`src/rtl/gfp_arith_unit.sv`:
```
// GF(p) arithmetic unit: ADD, SUB, MUL (double-and-add), DIV (binary inversion) behind a start/busy/done handshake.
// Optional operand range check at start is built when GFP_RANGE_CHECK_EN is defined.
module gfp_arith_unit #(
   parameter int WIDTH   = 32,
   parameter int DIV_MAX = 4 * WIDTH
) (
   input  logic             i_clk,
   input  logic             i_rst,
   input  logic             i_start,
   input  logic [1:0]       i_op,
   input  logic [WIDTH-1:0] i_a,
   input  logic [WIDTH-1:0] i_b,
   input  logic [WIDTH-1:0] i_prime,
   output logic             o_busy,
   output logic             o_done,
   output logic             o_err,
   output logic [WIDTH-1:0] o_result
);

   localparam int CW = $clog2(DIV_MAX + WIDTH + 2);
   localparam logic [CW-1:0]    MUL_LAST = CW'(WIDTH);
   localparam logic [CW-1:0]    DIV_LAST = CW'(DIV_MAX);
   localparam logic [WIDTH-1:0] ONE      = WIDTH'(1);

   typedef enum logic [1:0] {OP_ADD = 2'd0, OP_SUB = 2'd1, OP_MUL = 2'd2, OP_DIV = 2'd3} op_e;
   typedef enum logic [2:0] {S_IDLE, S_ADDSUB, S_MUL, S_DIV, S_DONE} state_e;

   state_e           state_q, state_d;
   op_e              op_q, op_d;
   logic [WIDTH-1:0] a_q, a_d, b_q, b_d, p_q, p_d, acc_q, acc_d;
   logic [WIDTH-1:0] u_q, u_d, v_q, v_d, x1_q, x1_d, x2_q, x2_d;
   logic [WIDTH-1:0] result_q, result_d;
   logic [CW-1:0]    cnt_q, cnt_d;
   logic             err_q, err_d;
   logic             start_ok;
   logic             start_range_err;
   logic             range_err_q;
   logic [WIDTH-1:0] mul_next;

   assign start_ok = (state_q == S_IDLE) && i_start;

`ifdef GFP_RANGE_CHECK_EN
   assign start_range_err = (i_a >= i_prime) || (i_b >= i_prime);

   always_ff @(posedge i_clk) begin
      if (i_rst) begin
         range_err_q <= 1'b0;
      end else if (start_ok) begin
         range_err_q <= start_range_err;
      end
   end
`else
   assign start_range_err = 1'b0;
   assign range_err_q     = 1'b0;
`endif

   function automatic logic [WIDTH-1:0] add_mod(input logic [WIDTH-1:0] x, y, p);
      logic [WIDTH:0] s;
      s = {1'b0, x} + {1'b0, y};
      if (s >= {1'b0, p}) s = s - {1'b0, p};
      return s[WIDTH-1:0];
   endfunction

   function automatic logic [WIDTH-1:0] sub_mod(input logic [WIDTH-1:0] x, y, p);
      logic [WIDTH:0] s;
      if (x >= y) s = {1'b0, x} - {1'b0, y};
      else        s = {1'b0, x} + {1'b0, p} - {1'b0, y};
      return s[WIDTH-1:0];
   endfunction

   // Exact halving mod p: an odd x becomes even once p (odd) is added.
   function automatic logic [WIDTH-1:0] halve_mod(input logic [WIDTH-1:0] x, p);
      logic [WIDTH:0] s;
      s = x[0] ? ({1'b0, x} + {1'b0, p}) : {1'b0, x};
      return s[WIDTH:1];
   endfunction

   // One double-and-add step; b_q is shifted left so its MSB is the current bit.
   always_comb begin
      logic [WIDTH+1:0] dbl, sum;
      dbl = {1'b0, acc_q, 1'b0};
      if (dbl >= {2'b00, p_q}) dbl = dbl - {2'b00, p_q};
      sum = dbl + {2'b00, a_q};
      if (sum >= {2'b00, p_q}) sum = sum - {2'b00, p_q};
      mul_next = b_q[WIDTH-1] ? sum[WIDTH-1:0] : dbl[WIDTH-1:0];
   end

   // NOTE: every _d starts as a hold of its _q so no path through the case leaves a latch behind.
   always_comb begin
      state_d  = state_q;
      op_d     = op_q;
      a_d      = a_q;
      b_d      = b_q;
      p_d      = p_q;
      acc_d    = acc_q;
      u_d      = u_q;
      v_d      = v_q;
      x1_d     = x1_q;
      x2_d     = x2_q;
      cnt_d    = cnt_q;
      result_d = result_q;
      err_d    = err_q;

      case (state_q)
         S_IDLE: begin
            if (i_start) begin
               op_d     = op_e'(i_op);
               a_d      = i_a;
               b_d      = i_b;
               p_d      = i_prime;
               acc_d    = '0;
               u_d      = i_b;
               v_d      = i_prime;
               x1_d     = i_a;
               x2_d     = '0;
               cnt_d    = '0;
               result_d = '0;
               err_d    = 1'b0;
               if (start_range_err) begin
                  state_d = S_ADDSUB;
               end else begin
                  case (op_e'(i_op))
                     OP_ADD, OP_SUB: state_d = S_ADDSUB;
                     OP_MUL:         state_d = S_MUL;
                     default:        state_d = S_DIV;
                  endcase
               end
            end
         end

         // Also the landing state for a range error, so that path keeps the two-cycle latency.
         S_ADDSUB: begin
            if (range_err_q) begin
               result_d = '0;
               err_d    = 1'b1;
            end else if (op_q == OP_SUB) begin
               result_d = sub_mod(a_q, b_q, p_q);
            end else begin
               result_d = add_mod(a_q, b_q, p_q);
            end
            state_d = S_DONE;
         end

         S_MUL: begin
            if (cnt_q == MUL_LAST) begin
               result_d = acc_q;
               state_d  = S_DONE;
            end else begin
               acc_d = mul_next;
               b_d   = b_q << 1;
               cnt_d = cnt_q + CW'(1);
            end
         end

         S_DIV: begin
            if (u_q == '0) begin
               result_d = '0;
               err_d    = 1'b1;
               state_d  = S_DONE;
            end else if (u_q == ONE || v_q == ONE) begin
               result_d = (u_q == ONE) ? x1_q : x2_q;
               state_d  = S_DONE;
            end else if (cnt_q == DIV_LAST) begin
               result_d = '0;
               err_d    = 1'b1;
               state_d  = S_DONE;
            end else begin
               if (!u_q[0]) begin
                  u_d  = u_q >> 1;
                  x1_d = halve_mod(x1_q, p_q);
               end else if (!v_q[0]) begin
                  v_d  = v_q >> 1;
                  x2_d = halve_mod(x2_q, p_q);
               end else if (u_q >= v_q) begin
                  u_d  = u_q - v_q;
                  x1_d = sub_mod(x1_q, x2_q, p_q);
               end else begin
                  v_d  = v_q - u_q;
                  x2_d = sub_mod(x2_q, x1_q, p_q);
               end
               cnt_d = cnt_q + CW'(1);
            end
         end

         S_DONE:  state_d = S_IDLE;
         default: state_d = S_IDLE;
      endcase
   end

   always_ff @(posedge i_clk) begin
      if (i_rst) state_q <= S_IDLE;
      else       state_q <= state_d;
   end

   // NOTE: sequential state uses non-blocking assignments so every register samples pre-edge values.
   always_ff @(posedge i_clk) begin
      if (i_rst) begin
         op_q     <= OP_ADD;
         a_q      <= '0;
         b_q      <= '0;
         p_q      <= '0;
         acc_q    <= '0;
         u_q      <= '0;
         v_q      <= '0;
         x1_q     <= '0;
         x2_q     <= '0;
         cnt_q    <= '0;
         result_q <= '0;
         err_q    <= 1'b0;
      end else begin
         op_q     <= op_d;
         a_q      <= a_d;
         b_q      <= b_d;
         p_q      <= p_d;
         acc_q    <= acc_d;
         u_q      <= u_d;
         v_q      <= v_d;
         x1_q     <= x1_d;
         x2_q     <= x2_d;
         cnt_q    <= cnt_d;
         result_q <= result_d;
         err_q    <= err_d;
      end
   end

   always_comb begin
      o_busy = 1'b0;
      o_done = 1'b0;
      case (state_q)
         S_ADDSUB, S_MUL, S_DIV: o_busy = 1'b1;
         S_DONE:                 o_done = 1'b1;
         default:                ;
      endcase
   end

   assign o_result = result_q;
   assign o_err    = err_q;

endmodule

```
`config.mk`:
```
export PLATFORM = sky130hd
export DESIGN_NAME = gfp_arith_unit
export DESIGN_NICKNAME = d
export VERILOG_FILES = /design/src/rtl/gfp_arith_unit.sv
export SDC_FILE = /design/constraint.sdc
export NUM_CORES = 2
export LEC_CHECK = 0
export BUFFER_PORTS_ARGS = -buffer_cell sky130_fd_sc_hd__buf_2
export CORE_MARGIN = 3
export CORE_UTILIZATION = 55
export CTS_BUF_LIST = sky130_fd_sc_hd__clkbuf_4
export CTS_CLUSTER_DIAMETER = 100
export DETAILED_ROUTE_END_ITERATION = 16
export MAX_ROUTING_LAYER = met4
export PLACE_DENSITY = 0.71
export SLEW_MARGIN = 15
export SYNTH_ARGS = -nofsm -noshare
export SYNTH_HDL_FRONTEND = slang
export SYNTH_SLANG_ARGS = --single-unit
```
`constraint.sdc`:
```
create_clock -name i_clk -period 14.3 [get_ports i_clk]
set_input_delay 2.145 -clock i_clk [delete_from_list [all_inputs] [get_ports i_clk]]
set_output_delay 2.145 -clock i_clk [all_outputs]
set_load 0.005 [all_outputs]
```
==> out/metrics.yaml <==
run_status:
  status: "complete, no violations"
sta:
  clock.fmax_mhz: 99.8
  maxSlewViolCount: 0
  setup_violations: 0
  min_period_ns: 10.02
  slew_headroom_pct: 23.0
  final.setup.tns_ns: 0
  worst_slew_pin_slew_ns: 1.13
  hold_viol: 0
  rsz0062_at_grt: "no"
  finalCritPeriodShare_pct: 70.1
  finClkSkew_ns: 0.109
route:
  dr.pass1.iters: 6
  drc_errors: 0
  dr_total_vias: 45500
  drtIter0Drc: 5337
  vias_per_cell: 6.78
  wl_um: 180000
  routedWlPerCell_um: 26.9
  postRouteAntennaNets: 0
final_layout:
  layout-drive-gt1-share_pct: 7.51
  syn2layout_area_growth_pct: 6.43
  final_util_pct: 59.5
  nNetsFinal: 6302
  design_area_sq_um: 43700
worst_setup_path:
  critical_path.slowest_cell: "a2111oi_1"
  cp_max_fo: 61
  critPathCaptureType: "register"
  critPathTopFamily: "compound AO/OA/AOI/OAI gates"
  slowest_delay_ns: 0.66
  cp-start-kind: "register"
  crit_type: "register to register"
  path_common_cell: "o21ai_0"
  cp.buffers_inverters: 4
  arrival_ns: 10.80
  cp.required_ns: 15.08
die:
  die_height_um: 279
  initial_core_util_pct: 55.9
  num_rows: 99
  dieArea_sq_um: 78000
  core-area_sq_um: 73500
  io_pins: 136
  die_x_um: 279
power:
  p_sw_uw: 4140
  power_leakage_uw: 0.0190
  power_frac_seq_pct: 14.0
  combPwrFrac_pct: 73.9
  power_density_nw_per_um2: 177
  clkPwrFrac_pct: 12.0
  netSwitchingFraction_pct: 53.6
  vdd_ir_drop_max_v: 0.000240
  internal_power_uw: 3590
global_route:
  first_global_vias: 40900
  grt_max_degree: 147
  antenna_found_initial: 8
  grt_pass1_wl_um: 264000
  grt_usage_pct: 45.7
  grt_overflow: 0
yosys:
  synthesis.nets: 6287
  seq_area_frac_synth_pct: 14.7
  syn_area_sq_um: 41100
  syn_inst: 5661
  synth_seq_cells: 302
  synth_ff_type: "dfxtp_1"
  yosys_warnings: 0
  synth-edff-count: 0
  syn_area_per_cell_sq_um: 7.26
  async_flop_share_pct: 0
  yosys.cell_types.count: 89
clock_tree:
  clkTransAtPathRegs_ns: 0.07
  clockBufferDepth: 3
  clockRootBuffer: "clkbuf_4"
  htree_levels: 3
  clkLatencyLatePin_ns: 0.96
  cts-hold-fix-buffers: 0
  cts_tree: "built"
  cts_setup_buffers: 0
  cts_resized: 0
  clock_sinks: 302
  cts_inserted_buffers: 95
placed_design:
  place_congestion: 1.07
  place_hpwl_um: 144000
  io_buffer_count: 135
  postPlaceCellArea_sq_um: 42500
job:
  maxCapViolations: 0
min_path:
  hold_path_class: "register to register"
layer usage:
metal  global-route usage, %  wire, um  vias up
met3                    11.8     21800      561
met4                    25.6     12300        0
met5                       -         0        -
li1                        -         -    20800
met2                    64.9     73500     2780
met1                    58.7     73000    21400
layout make-up:
type,instances,area (sq um)
multi-input cells,4664,32500
fillers,7176,29700
flip-flops and latches,302,6050
inverters,408,1530
repair buffers,205,1220
well taps,959,1200
clock buffers,122,916
clock inverters,48,265
diodes,10,25.0
cell usage after synthesis, drive strengths merged, types with 15 or more instances:
library cell  instances  area share [%]
buf                  28            0.31
o21a                 71             1.3
inv                 405             3.7
a2111oi              18            0.39
xor2                125             2.7
a21oi               547             6.7
nor3                132             1.6
mux2i               138             3.4
nand2               565             5.2
nand3                94             1.1
o21bai               64             1.2
nand4                53            0.81
a21o                193             3.5
o21ai               380             4.6
a221oi              112             2.4
fa                   45             2.2
a22oi                21            0.38
nor2b                50            0.76
a21boi               16            0.29
nor2                437             4.0
nor4                 36            0.55
a211o                19            0.41
and2                 29            0.44
and3                 33            0.50
a31oi                62            0.94
mux2                 15            0.41
a22o                 17            0.36
a211oi              169             3.1
or3                  28            0.43
ha                  480              15
o31a                 15            0.32
o211ai               99             1.8
clkbuf              259             2.4
a31o                 16            0.34
xnor2               275             5.9
nand2b               54            0.82
dfxtp               302              15
o31ai                40            0.74
logic make-up (layout without fill, tap and decap cells):
group	after synthesis	count (layout)	synth area share, %
other	0	10	0
multiplexers	153	153	3.77
AO/OA/AOI/OAI	2013	2013	32.3
flip-flops	302	302	14.7
AND/OR/NAND/NOR	1571	1571	17.3
XOR/XNOR	402	402	8.64
buffers and inverters	695	783	6.41
adder cells (fa/ha/maj)	525	525	16.8
cells in the final DEF, fill, tap and decap left out, types with 62 or more instances in the layout:
| cell type | count |
|---|---|
| a21o_1 | 193 |
| o21a_1 | 71 |
| nand2_1 | 563 |
| mux2i_1 | 138 |
| xor2_1 | 125 |
| ha_1 | 480 |
| a31oi_1 | 62 |
| a21oi_1 | 546 |
| o211ai_1 | 99 |
| nor2_1 | 432 |
| inv_1 | 403 |
| clkbuf_4 | 122 |
| o21bai_1 | 64 |
| o21ai_0 | 374 |
| buf_2 | 134 |
| xnor2_1 | 275 |
| dfxtp_1 | 298 |
| a211oi_1 | 167 |
| buf_4 | 69 |
| nand3_1 | 94 |
| nor3_1 | 129 |
| a221oi_1 | 107 |
stage by stage:
stage	worst slack, ns	instances	power, uW	hold WS [ns]
2_1_floorplan	5.95	5661	5230	0.445
3_3_place_gp	4.52	6538	6580	0.443
4_1_cts	4.39	6708	7540	0.461
6_report	4.28	6718	7730	0.459
3_5_place_dp	4.50	6538	6590	0.454
5_1_grt	3.59	6716	8210	0.483
worst register-to-register path: cells and delay by family (launching register included):
family	cells	cell delay, ns
simple gates	7	1.37
xor+xnor	1	0.19
flops	1	0.50
compound gates	17	4.19
buf+inv	4	1.43
fa+ha+maj	3	1.34
mux	2	0.92
registers in the layout, summed over array words and instances (netlist names), 32 cells and up:
register and flops:
o_result 32, x2_q 32, b_q 32, p_q 32, u_q 32, acc_q 32
a_q 32, v_q 32, x1_q 32
path summary, 6_finish.rpt:
path,startpoint,end,slack [ns],cells after the start
setup / recovery,p_q[1],acc_q[0],4.28,34
hold / removal,a_q[13],a_q[13],0.46,2
setup reg to reg,p_q[1],acc_q[0],4.28,34
hold reg to reg,a_q[13],a_q[13],0.46,2
power groups by stage:
stage	Sequential, uW	Clock [uW]	Combinational [uW]
global placement	1090	0	5490
finish	1090	930	5720
CTS	1080	929	5530
floorplan	1020	0	4210
global route	1090	971	6150
detailed placement	1100	0	5500
(Power assumes the default switching activity.)
